## config.mk

```make
export PLATFORM = sky130hd
export DESIGN_NAME = mem_bist_ctrl
export DESIGN_NICKNAME = d
export VERILOG_FILES = /design/src/rtl/mem_bist_ctrl.sv
export SDC_FILE = /design/constraint.sdc
export NUM_CORES = 1
export LEC_CHECK = 0
export ABC_AREA = 1
export CAP_MARGIN = 20
export CORE_UTILIZATION = 25
export CTS_BUF_LIST = sky130_fd_sc_hd__clkbuf_2 sky130_fd_sc_hd__clkbuf_4 sky130_fd_sc_hd__clkbuf_8
export DETAILED_ROUTE_END_ITERATION = 7
export GPL_TIMING_DRIVEN = 0
export PLACE_DENSITY_LB_ADDON = 0.08
export SYNTH_ARGS = -nofsm -noshare
export SYNTH_HDL_FRONTEND = slang
export SYNTH_SLANG_ARGS = --single-unit
```

## constraint.sdc

```tcl
create_clock -name clk -period 3.5 [get_ports clk]
set_input_delay 0.35 -clock clk [delete_from_list [all_inputs] [get_ports clk]]
set_output_delay 0.35 -clock clk [all_outputs]
set_load 0.01 [all_outputs]
```

## src/rtl/mem_bist_ctrl.sv

```systemverilog
// March-free write/read-back BIST controller for a single-port memory.
// Optional inverted second pass when MEM_BIST_INVERT_PASS_EN is defined.
module mem_bist_ctrl #(
  parameter int unsigned       ADDR_W = 4,
  parameter int unsigned       DATA_W = 8,
  parameter int unsigned       DEPTH  = 16,
  parameter logic [DATA_W-1:0] SEED   = DATA_W'(8'hA5)
) (
  input  logic              clk,
  input  logic              rst,
  input  logic              start,
  output logic              mem_rw,
  output logic [ADDR_W-1:0] mem_addr,
  output logic [DATA_W-1:0] mem_wdata,
  input  logic [DATA_W-1:0] mem_rdata,
  input  logic              mem_valid,
  output logic              busy,
  output logic              done,
  output logic              pass,
  output logic [ADDR_W-1:0] fail_addr,
  output logic [7:0]        fail_cnt
);

  localparam int unsigned       CNT_W = 8;
  localparam logic [ADDR_W-1:0] LAST  = ADDR_W'(DEPTH - 1);

`ifdef MEM_BIST_INVERT_PASS_EN
  typedef enum logic [2:0] {IDLE, WR, RD, WR_INV, RD_INV, DONE} state_t;
`else
  typedef enum logic [1:0] {IDLE, WR, RD, DONE} state_t;
`endif

  state_t            state;
  logic [DATA_W-1:0] expected;
  logic              mismatch;
  logic [CNT_W-1:0]  cnt_nxt;
  logic [ADDR_W-1:0] faddr_nxt;
  logic              pass_nxt;

  function automatic logic [DATA_W-1:0] pattern(input logic [ADDR_W-1:0] a);
    return SEED ^ DATA_W'(a);
  endfunction

  // Read-back comparison and result bookkeeping for the current read address
  always_comb begin
    expected = pattern(mem_addr);
`ifdef MEM_BIST_INVERT_PASS_EN
    if (state == RD_INV) expected = ~pattern(mem_addr);
`endif
    mismatch  = !mem_valid || (mem_rdata != expected);
    cnt_nxt   = fail_cnt;
    faddr_nxt = fail_addr;
    if (mismatch) begin
      if (fail_cnt != {CNT_W{1'b1}}) cnt_nxt = fail_cnt + CNT_W'(1);
      if (fail_cnt == '0)            faddr_nxt = mem_addr;
    end
    pass_nxt = (cnt_nxt == '0);
  end

  always_ff @(posedge clk) begin
    if (rst) begin
      state     <= IDLE;
      mem_rw    <= 1'b1;
      mem_addr  <= '0;
      mem_wdata <= '0;
      busy      <= 1'b0;
      done      <= 1'b0;
      pass      <= 1'b0;
      fail_addr <= '0;
      fail_cnt  <= '0;
    end else begin
      case (state)
        IDLE: begin
          mem_rw   <= 1'b1;
          mem_addr <= '0;
          done     <= 1'b0;
          if (start) begin
            state     <= WR;
            mem_rw    <= 1'b0;
            mem_wdata <= pattern('0);
            busy      <= 1'b1;
            pass      <= 1'b0;
            fail_addr <= '0;
            fail_cnt  <= '0;
          end
        end
        WR: begin
          if (mem_addr == LAST) begin
            state    <= RD;
            mem_rw   <= 1'b1;
            mem_addr <= '0;
          end else begin
            mem_addr  <= mem_addr + ADDR_W'(1);
            mem_wdata <= pattern(mem_addr + ADDR_W'(1));
          end
        end
        RD: begin
          fail_cnt  <= cnt_nxt;
          fail_addr <= faddr_nxt;
          if (mem_addr == LAST) begin
            mem_addr <= '0;
`ifdef MEM_BIST_INVERT_PASS_EN
            state     <= WR_INV;
            mem_rw    <= 1'b0;
            mem_wdata <= ~pattern('0);
`else
            state <= DONE;
            busy  <= 1'b0;
            done  <= 1'b1;
            pass  <= pass_nxt;
`endif
          end else begin
            mem_addr <= mem_addr + ADDR_W'(1);
          end
        end
`ifdef MEM_BIST_INVERT_PASS_EN
        WR_INV: begin
          if (mem_addr == LAST) begin
            state    <= RD_INV;
            mem_rw   <= 1'b1;
            mem_addr <= '0;
          end else begin
            mem_addr  <= mem_addr + ADDR_W'(1);
            mem_wdata <= ~pattern(mem_addr + ADDR_W'(1));
          end
        end
        RD_INV: begin
          fail_cnt  <= cnt_nxt;
          fail_addr <= faddr_nxt;
          if (mem_addr == LAST) begin
            state    <= DONE;
            mem_addr <= '0;
            busy     <= 1'b0;
            done     <= 1'b1;
            pass     <= pass_nxt;
          end else begin
            mem_addr <= mem_addr + ADDR_W'(1);
          end
        end
`endif
        DONE: begin
          state    <= IDLE;
          done     <= 1'b0;
          mem_rw   <= 1'b1;
          mem_addr <= '0;
        end
        default: state <= IDLE;
      endcase
    end
  end

endmodule

```

### Word-level counts from Yosys, hierarchy flattened

Cells that the tools add are included.

* register bits after elaboration: 30
* bits in latches: 0
* memory bits (writable): 0
* bits in read-only memories: 0
* input bits: 12
* output and inout bits: 28
* memories: 0

* $add $sub $neg: 2
* multipliers: 0
* divide/modulo/power cells: 0
* $lt $le $gt $ge: 0
* equal/unequal tests: 12
* shifts and indexed selects: 0
* multiplexer cells: 27
* bitwise operators: 2
* reductions and logical operators: 18

Operators by type and width (number)
* 8-bit 2-to-1 mux: 5
* 8-bit case mux with 2 select lines: 2
* 8-bit logical NOT: 2
* 4-bit 2-to-1 mux: 4
* 4-bit case mux with 2 select lines: 2
* 2-bit != test, second input constant: 6
* 3-bit AND reduction: 3
* 8-bit by 1-bit adder with 8-bit output, second input constant: 1
* 8-bit != test: 1
* 8-bit != test, second input constant: 1
* 2-bit inverter with 4-bit output: 2
* 2-bit case mux with 4 select lines: 1
* 1-bit 2-to-1 mux: 6
* 2-bit 2-to-1 mux: 3
* 1-bit case mux with 2 select lines: 3
* 2-bit AND reduction: 3
* 2-bit nonzero test: 3
* 4-bit by 1-bit adder with 4-bit output, second input constant: 1
* 2-bit == test, second input constant: 2
* 4-bit == test, second input constant: 1
* 4-bit AND reduction: 1
* 2-bit OR reduction: 2
* 1-bit case mux with 3 select lines: 1
* 3-bit nonzero test: 1
* other kinds (4): 4

### Longest topological paths before layout

Gate-level depths: netlist of run 1.

* depth in word-level cells: 7
* depth in mapped cells: 13
* gate-level depth less buffers: 13

### Least setup slack after synthesis of run 1

OpenSTA, ideal clock, no wires.

* path type: register to register
* start point: reg fail_cnt[1]
* end point: reg pass
* arrival time: 1617 ps
* setup slack: 1816 ps
* stages on the path, launching flop included: 14
* path buffers: 0
* cells stage by stage: dfxtp_1 ha_1 nand2_1 nor2_2 nand2_2 nand2_1 nand2_1 nand2_2 nand2_2 nor2_1 nand2_1 nor2_1 nand2_1 a21oi_2

* word-level cells in the longest chain between the ends: 6

Ends and longest elaborated chain
* from (decl): line 21 `output logic [7:0] fail_cnt`
* from (signal assigned): line 98 `fail_cnt <= cnt_nxt;`
* 8-bit by 1-bit adder with 8-bit output or 8-bit != test (tied branches): line 54 `if (fail_cnt != {CNT_W{1'b1}}) cnt_nxt = fail_cnt + CNT_W'(1);`
* 8-bit 2-to-1 mux: line 54
* 8-bit 2-to-1 mux *: line 53 `if (mismatch) begin`
* 8-bit logical NOT *: line 57 `pass_nxt = (cnt_nxt == '0);`
* 1-bit 2-to-1 mux *: line 100 `if (mem_addr == LAST) begin`
* 1-bit case mux with 2 select lines *: line 72 `case (state)`
* to (signal assigned): line 110 `pass <= pass_nxt;`
* to (decl): line 19 `output logic pass,`

Mark *: on every way between the ends. The rest lies on a longest branch, timed or not. The select of a mux whose other input is x is not followed.
A chain may end at the register's enable or synchronous reset.

### Worst setup path in the final report of run 1

* start point: reg state[0]
* end point: reg pass

* word-level cells in the longest chain between the ends: 3

Ends and longest elaborated chain
* from (decl): line 33 `state_t state;`
* from (signal assigned): line 62 `state <= IDLE;`
* from (signal assigned): line 78 `state <= WR;`
* from (signal assigned): line 89 `state <= RD;`
* 2-bit == test or 2-bit logical NOT (tied branches): line 72
* 2-bit != test (no source line) or 2-bit nonzero test (tied branches)
* 3-bit AND reduction (no source line)

Several ways; a longest one is shown, not always the timed one.

==> results of run 1 <==
==> through the flow <==
| step | instances | hold slack (ps) |
|---|---|---|
| after global placement | 362 | 457.9 |
| after CTS | 366 | 470.6 |
| after detailed placement | 362 | 454.3 |
| after floorplan | 249 | 475.3 |
| after global routing | 366 | 489.7 |
| final | 366 | 467.7 |
==> sequential cells by signal, indices dropped and copies added, names as in the netlist <==
name,count
pass,1
mem_rw,1
fail_cnt,8
state,2
mem_wdata,5
done,1
fail_addr,4
busy,1
mem_addr,4
==> worst max-delay path, delay by kind of cell (launching register included) <==
| kind | cells | cell delay, ps |
|---|---|---|
| buf+inv | 3 | 390 |
| compound gates | 1 | 110 |
| simple gates | 6 | 950 |
| fa+ha+maj | 1 | 150 |
| flops | 1 | 340 |
==> placed cells by master (no fill, tap or decap), types with 2 or more instances in the layout <==
cell type / Yosys / routed
o21ai_0: 9 / 9
nand2_2: 5 / 5
dfxtp_1: 27 / 27
clkdlybuf4s50_1: 0 / 36
a21oi_1: 18 / 18
ha_1: 8 / 8
inv_1: 28 / 28
o21ai_1: 3 / 3
nor3_1: 2 / 2
buf_4: 5 / 5
xor2_1: 3 / 3
nand2_1: 65 / 65
inv_2: 4 / 4
nor2_1: 23 / 23
clkbuf_8: 0 / 3
nor2_2: 2 / 2
nand4_1: 6 / 6
nand3_1: 23 / 23
conb_1: 1 / 2
clkbuf_1: 2 / 2
==> cells by family (layout without fill, tap and decap cells) <==
kind of cell / count (synthesis) / count (layout)
and+or+nand+nor: 131 / 131
buffers and inverters: 42 / 82
AOI/OAI and AO/OA: 35 / 35
DFF: 27 / 27
adders and majority gates: 8 / 8
xor gates and xnor gates: 4 / 4
other: 1 / 2
==> where the power goes <==
group	internal, W	leakage [nW]	total (W)	switching [W]
clock network	0.0000894	0.0262	0.000190	0.000101
registers	0.000358	0.220	0.000402	0.0000443
logic	0.000204	0.650	0.000535	0.000331
total	0.000652	0.896	0.00113	0.000476
==> path summary, 6_finish.rpt <==
check,end,cells past startpoint
min reg2reg,busy$_SDFFE_PP0P_,2
max,pass$_SDFFE_PP0P_,11
min,busy$_SDFFE_PP0P_,2
max reg2reg,pass$_SDFFE_PP0P_,11
==> final cells by class <==
| class | count | area (um2) | share of cell area, % |
|---|---|---|---|
| multi-input combinational | 180 | 937.1 | 43.22 |
| sequential | 27 | 540.5 | 24.93 |
| timing repair buffer | 36 | 360.3 | 16.62 |
| inverter | 33 | 123.9 | 5.713 |
| tap | 77 | 96.34 | 4.443 |
| buffer | 9 | 61.31 | 2.827 |
| clock buffer | 4 | 48.80 | 2.250 |
==> routing by layer <==
metal  routed length, um  vias to the layer above
met5                   0                        -
met4                  42                        0
met3                 174                        4
met2                1997                       38
met1                2087                      724
li1                    -                      873
==> impl_metrics.ini, run 1 <==
[outcome]
status = completed

[global_routing]
grt_overflow = 0
gr-usage-all-layers_pct = 12.60
grt.busiest_layer = met2
grt.met3_usage_pct = 1.682
grt_pass1_vias = 1587
grt_pass1_wl_um = 7245
grt_max_degree = 15
met1_usage_pct = 16.08
antenna_found_initial = 0
grt_util_met2_pct = 22.35

[floorplan]
start_util_pct = 25.98
num_rows = 29
io-pin-count = 40
coreArea_um2 = 6386
die_area_um2 = 6966
die_x_um = 83.47
die_y_um = 83.47

[setup_path]
required_ps = 3710
path_max_fanout = 9
startpoint_type = register
critPathKind = reg -> reg
startpoint = state[0]$_SDFFE_PP0P_
end_kind = register
crit_path_top_delay_cell = nor2_1
rrSetupSlack_ps = 1470
crit_chain = inv_1 -> ha_1 -> buf_2 -> inv_1 -> nor2_1 -> nand2_1 -> nor2_1 -> nand2_1 -> nor2_1 -> nand2_1 -> a21oi_2
rr_startpoint = state[0]$_SDFFE_PP0P_
crit_path_max_incr_delay_ps = 500
crit_arrival_ps = 2240

[placement]
hpwl_um = 3351
place_congestion = 0.7589
pre_cts_ws_ps = 1335
placed_area_um2 = 2120
port_buffers = 36

[sta]
timing.fmax_mhz = 493.5
setup_ws_ps = 1473
setup_viol = 0
worstMarginPinSlew_ps = 631.1
slew_violations = 0
max_slew_margin_pct = 57.77
finalSetupTns_ps = 0
fin_crit_sh_pct = 57.90
rsz0062_at_grt = no
fin_skew_ps = 3.099
hold_viol = 0
period_minus_slack_ps = 2027

[detailed_routing]
wire_per_inst_um = 11.75
drt_first_pass_iters = 4
vias_per_cell = 4.478
drc = 0
routed_wl_um = 4302
drtAntennaViolNets = 0
routed-via-count = 1639
drtIter0Drc = 55

[pwr]
leakage_nw = 0.8959
p_total_w = 0.001128
vdd_drop_max_mv = 0.3289
p_per_area_nw_per_um2 = 520.0

[synthesis]
synth_flop_cell = dfxtp_1
ys_seq_area_share_pct = 32.58
async_reset_ff_share_pct = 0
yosysTopAreaCellShare_pct = 32.58
synth_adder_area_share_pct = 6.033
syn_area_per_cell_um2 = 6.690
synth_top_family_by_area = simple AND/OR/NAND/NOR gates
synthCells = 248
synth-edff-count = 0
synth_area_leader_cell = dfxtp_1
synth_xor_area_share_pct = 2.112
synth_area_um2 = 1659
synth_commonest_cells = nand2_1 (65), inv_1 (28), dfxtp_1 (27)
synthTopCellsByArea = dfxtp_1 (33%), nand2_1 (15%), nand3_1 (6.9%)
yosysWarnings = 0
ys_types = 32
synth_compound_area_share_pct = 11.54
muxShareOfSynthArea_pct = 0
yosysMostFrequentCell = nand2_1
ys_ff_latch = 27
synthSimpleGateAreaFrac_pct = 36.35

[clock_tree]
cts_tree = done
clockBufferDepth = 2
root_buffer = clkbuf_8
clock_latency_ps = 270
cts_hold_buf = 0
clkSinkCount = 27
cts_resized = 0
numCtsBuffers = 3
clk_pin_slew_ps = 90
cts_max_level = 1
post_cts_buffers = 0

[cells_and_area]
nFillCells = 708
fin_util_pct = 33.95
final_nets = 310
stdcell_area_um2 = 2168
syn2layout_area_growth_pct = 30.69
antenna_cells = 0
drive_gt1_share_pct = 9.343

[hold_path]
worst_hold_path_type = reg -> reg
hp-start = busy$_SDFFE_PP0P_

[job]
cap_violations = 0
(Power assumes the default switching activity.)
==> run 2: changes to the inputs <==
Clock period 3.5 ns to 1.7 ns, I/O delays scaled along.
==> run 2 against run 1 <==
Against the previous run:
- the flow now finishes with violations (negative setup slack)
- non-clock buffer count grew 15
- worst hold slack lost 130 ps
- sequential share of layout area shrank 1.7 points
- register-to-register slack lost 1500 ps
- combinational power grew to 2.6 times the previous value
- sequential power grew 110%
- maximum frequency grew 19%
- clock power grew 110%
- via count grew 4.0%
- total power grew 130%
- first-iteration DRC count shrank 24%
- critical path type unchanged
- highest routed layer unchanged
==> impl_metrics.ini, run 2 (synthesis gave the netlist of run 1 again) <==
[pwr]
vdd_drop_max_mv = 0.8685
switching_share_pct = 41.94
p_int_w = 0.001521
power.share.clock_pct = 15.1
leakage_nw = 1.006
p_sw_w = 0.001099
seqPwrFrac_pct = 32.2
p_comb_share_pct = 52.8
p_per_area_nw_per_um2 = 1082
p_total_w = 0.002620

[global_routing]
grt_util_met2_pct = 22.88
antenna_found_initial = 0
grt_pass1_vias = 1620
gr-usage-all-layers_pct = 12.81
grt_max_degree = 15
grt.busiest_layer = met2
met1_usage_pct = 16.26
grt_pass1_wl_um = 7376
grt_overflow = 0
grt.met3_usage_pct = 1.682

[outcome]
violations = negative setup slack
status = finished with violations

[cells_and_area]
syn2layout_area_growth_pct = 45.93
most-common-layout-cells = nand2_1 (57), clkdlybuf4s50_1 (36), inv_1 (26)
final_common_cell = nand2_1
instances_no_fill = 381
largest-register = fail_cnt
seq_area_um2 = 563.0
nFillCells = 699
final_nets = 325
antenna_cells = 0
largest_reg_flops = 8
multi_input_comb_area_um2 = 1046
drive_gt1_share_pct = 24.67
top_regs = fail_cnt (8), mem_wdata (5)

[clock_tree]
cts_hold_buf = 0
cts_max_level = 1
clkSinkCount = 27
root_buffer = clkbuf_8
clock_latency_ps = 270
clk_pin_slew_ps = 100
clockBufferDepth = 2
numCtsBuffers = 3
cts_tree = done

[sta]
setup_viol = 1
rsz0062_at_grt = yes
fin_crit_sh_pct = 100.3
worstMarginPinSlew_ps = 545.5
slew_violations = 0
hold_viol = 0
timing.fmax_mhz = 586.3
period_minus_slack_ps = 1706
setup_ws_ps = -5.670
max_slew_margin_pct = 63.63
fin_skew_ps = 2.543

[setup_path]
required_ps = 1850
critPathKind = reg -> reg
path_max_fanout = 7
crit_arrival_ps = 1860
end_kind = register
startpoint_type = register

[hold_path]
worst_hold_path_type = in -> reg

[job]
cap_violations = 0

[detailed_routing]
vias_per_cell = 4.475
drtIter0Drc = 42
routed_wl_um = 4483
drt_first_pass_iters = 4
routed-via-count = 1705
drc = 0
drtAntennaViolNets = 0
wire_per_inst_um = 11.77

[floorplan]
die_y_um = 83.47
die_area_um2 = 6966
io-pin-count = 40
die_x_um = 83.47
coreArea_um2 = 6386
start_util_pct = 25.98
num_rows = 29

[placement]
port_buffers = 36
dp_cells = 362
hpwl_um = 3351
place_congestion = 0.7589
==> run 2: cell count changes in the layout (fill, tap and decap cells not counted), sizes merged <==
cell | before | now
clkinvlp | 0 | 1
clkinv | 1 | 0
buf | 7 | 22
==> run 2: power groups by stage <==
stage / Sequential [W] / Combinational [W] / Clock [W]
global placement: 0.000849 / 0.00111 / 0
CTS: 0.000835 / 0.00121 / 0.000407
floorplan: 0.000861 / 0.000677 / 0
global route: 0.000862 / 0.00155 / 0.000428
detailed placement: 0.000842 / 0.00111 / 0
finish: 0.000843 / 0.00138 / 0.000395
==> run 2: per-stage QoR <==
stage | cell area, um2 | hold WS (ps) | util, % | worst slack, ps | TNS, ps
finish | 2421 | 339.6 | 37.91 | -5.670 | -5.670
global route | 2421 | 389.7 | 37.91 | -147.9 | -343.0
CTS | 2231 | 363.7 | 34.93 | -47.54 | -47.54
detailed placement | 2120 | 454.3 | 33.19 | -338.3 | -2209
global placement | 2120 | 457.9 | 33.19 | -350.4 | -2322
floorplan | 1663 | 446.9 | - | 16.15 | 0
==> run 2: worst max-delay path, stage by stage (launching register included) <==
cell,delay [ps]
dfxtp_4,410
ha_4,160
nand2_4,60
nor2_4,170
nand2_4,90
buf_4,150
buf_4,130
nand3_1,70
nand2_1,50
o21ai_1,100
nor3_1,80
nand2_2,70
a21oi_2,50
==> run 2: what timing repair did <==
item	in CTS	in global routing
pin swaps	1	16
endpoints found under the setup margin	21	17
resized for setup	20	29
setup buffers	1	14
==> run 2: final cells by class <==
type / count / share of cell area (%)
multi-input cells: 180 / 43.20
flip-flops and latches: 27 / 23.26
repair buffers: 51 / 19.53
inverters: 33 / 5.375
well taps: 77 / 3.979
plain buffers: 9 / 2.636
clock buffers: 4 / 2.016
==> run 2: final timing paths <==
check	from	endpoint	slack, ps	cells after the start
worst min-delay path	rst	pass$_SDFFE_PP0P_	340	2
worst max-delay path	fail_cnt[0]$_SDFFE_PP0P_	pass$_SDFFE_PP0P_	-6	12
worst max register to register	fail_cnt[0]$_SDFFE_PP0P_	pass$_SDFFE_PP0P_	-6	12
worst min register to register	mem_addr[0]$_SDFF_PP0_	mem_addr[0]$_SDFF_PP0_	470	1
==> run 2: metal layers <==
| layer | share of wire [%] | wire [um] |
|---|---|---|
| met1 | 49 | 2184 |
| met2 | 47 | 2114 |
| met3 | 3.1 | 141 |
| met4 | 0.94 | 42 |
| met5 | 0 | 0 |
==> run 3: changes to the inputs <==
Settings changed: ABC_AREA 1 to default.
==> run 3 against run 2 <==
Against the previous run:
- register-to-register slack about the same
- synthesized area decreased by 6.3%
- global-route usage increased by 1.2 points
- cell count decreased by 16%
- clock power increased by 5.3%
- the run still ends with negative setup slack left
- critical endpoint is now fail_cnt[2]$_SDFFE_PP0P_
- worst hold slack got worse by 180 ps
- flip-flop and latch count unchanged
- utilization increased by 2.8 points
- maximum frequency decreased by 0.53%
- sequential power decreased by 3.7%
==> impl_metrics.ini, run 3 <==
[outcome]
status = finished with violations
violations = negative setup slack

[cells_and_area]
largest-register = fail_cnt
seq_area_um2 = 571.8
most-common-layout-cells = clkdlybuf4s50_1 (34), buf_4 (23), nor2_1 (20)
multi_input_comb_area_um2 = 1109
top_regs = fail_cnt (8), mem_wdata (5)
drive_gt1_share_pct = 31.02
nFillCells = 624
largest_reg_flops = 8
antenna_cells = 0
final_common_cell = clkdlybuf4s50_1
syn2layout_area_growth_pct = 55.88
stdcell_area_um2 = 2422
final_nets = 266

[detailed_routing]
drc = 0
vias_per_cell = 4.906
wire_per_inst_um = 14.03
drt_first_pass_iters = 4
drtAntennaViolNets = 0
drtIter0Drc = 103
routed_wl_um = 4489
routed-via-count = 1570

[synthesis]
synth_flop_cell = dfxtp_1
synth_area_leader_cell = dfxtp_1
synth_commonest_cells = dfxtp_1 (27), nor2_1 (22), a21oi_1 (13)
async_reset_ff_share_pct = 0
syn_area_per_cell_um2 = 8.222
synthCells = 189
yosysTopAreaCellShare_pct = 34.78
yosysMostFrequentCell = dfxtp_1
ys_seq_area_share_pct = 34.78
ys_types = 49
yosysWarnings = 0
synth-edff-count = 0
synthTopCellsByArea = dfxtp_1 (35%), ha_1 (6.4%), nor2_1 (5.3%)
ys_ff_latch = 27
synth_area_um2 = 1554

[global_routing]
grt_max_degree = 18
grt.busiest_layer = met2
grt_util_met2_pct = 21.60
grt.met3_usage_pct = 2.247
antenna_found_initial = 0
met1_usage_pct = 19.87
grt_pass1_wl_um = 7051
gr-usage-all-layers_pct = 13.99
grt_pass1_vias = 1411
grt_overflow = 0

[floorplan]
die_area_um2 = 6535
num_rows = 28
coreArea_um2 = 5956
die_y_um = 80.84
io-pin-count = 40
die_x_um = 80.84
start_util_pct = 26.09

[job]
cap_violations = 0

[setup_path]
startpoint_type = register
crit_top_cell = nor2_1
crit_arrival_ps = 1910
critPathBufInv = 0
critPathKind = reg -> reg
crit_chain = xor2_2 -> nand4_2 -> nor2_1 -> nor2_1 -> a21o_1 -> a311oi_1
crit_path_max_incr_delay_ps = 400
end_kind = register
path_max_fanout = 5
critPathTopFamily = simple AND/OR/NAND/NOR gates
required_ps = 1890
crit_path_top_delay_cell = dfxtp_4

[pwr]
p_total_w = 0.002463
vdd_drop_max_mv = 0.4154
leakage_nw = 0.9090
p_per_area_nw_per_um2 = 1017

[hold_path]
worst_hold_path_type = in -> reg

[placement]
hpwl_um = 3166
placed_area_um2 = 2042
port_buffers = 36
place_congestion = 0.8076
pre_cts_ws_ps = -448.4

[clock_tree]
cts_hold_buf = 0
clkSinkCount = 27
clk_pin_slew_ps = 110
clock_latency_ps = 280
root_buffer = clkbuf_8
clockBufferDepth = 2
cts_tree = done
cts_max_level = 1
numCtsBuffers = 3

[sta]
slew_violations = 0
setup_viol = 2
worstMarginPinSlew_ps = 560.8
rsz0062_at_grt = yes
timing.fmax_mhz = 583.2
hold_viol = 0
period_minus_slack_ps = 1715
max_slew_margin_pct = 62.61
finalSetupTns_ps = -18.76
setup_ws_ps = -14.76
fin_crit_sh_pct = 100.9
fin_skew_ps = 6.659
-- run 3: cell families (layout without fill, tap and decap cells) --
group | Yosys count | count (layout) | synth area share, %
AOI/OAI and AO/OA | 50 | 50 | 21.42
buffers and inverters | 21 | 76 | 7.085
xor gates and xnor gates | 6 | 6 | 3.382
and+or+nand+nor | 74 | 74 | 25.36
adders and majority gates | 8 | 8 | 6.441
DFF | 27 | 27 | 34.78
muxes | 2 | 2 | 1.288
other | 1 | 2 | 0.2413
-- run 3: layer usage --
layer	vias up	share of wire, %
met3	4	3.9
li1	791	-
met5	-	0
met2	34	45
met1	741	50
met4	0	1.2
-- run 3: area by class of cell --
type | instances | area share, %
clock inverters | 1 | 0.3616
well taps | 75 | 3.874
multi-input cells | 142 | 45.76
flip-flops and latches | 27 | 23.61
plain buffers | 11 | 3.202
inverters | 8 | 1.240
clock buffers | 3 | 1.705
repair buffers | 53 | 20.25
-- run 3: worst paths after layout --
| check | startpoint | slack, ps | cells after the start | endpoint |
|---|---|---|---|---|
| setup / recovery | mem_addr[2]$_SDFF_PP0_ | -10 | 6 | fail_cnt[2]$_SDFFE_PP0P_ |
| hold / removal | rst | 160 | 2 | mem_addr[2]$_SDFF_PP0_ |
| setup reg to reg | mem_addr[2]$_SDFF_PP0_ | -10 | 6 | fail_cnt[2]$_SDFFE_PP0P_ |
| hold reg to reg | mem_wdata[1]$_SDFFE_PP0P_ | 470 | 2 | mem_wdata[1]$_SDFFE_PP0P_ |
-- run 3: per-stage QoR --
step           cells  utilization, %  hold slack [ps]
6_report         320           40.67            162.7
5_1_grt          320           40.67            169.2
2_1_floorplan    190               -            405.2
3_5_place_dp     301           34.29            460.5
4_1_cts          311           37.92            162.5
3_3_place_gp     301           34.29            452.1
-- run 3: repair_timing --
action                     CTS  global route
gates resized for setup     31            31
setup buffers                8             8
setup endpoints to repair   20            18
gates cloned                 0             1
pin swaps                    7            11
-- run 3: power breakdown --
group / leakage [nW] / switching [W] / internal, W
Clock: 0.0261 / 0.000243 / 0.000173
Combinational: 0.656 / 0.000622 / 0.000612
Sequential: 0.227 / 0.0000810 / 0.000732
Total: 0.909 / 0.000946 / 0.00152
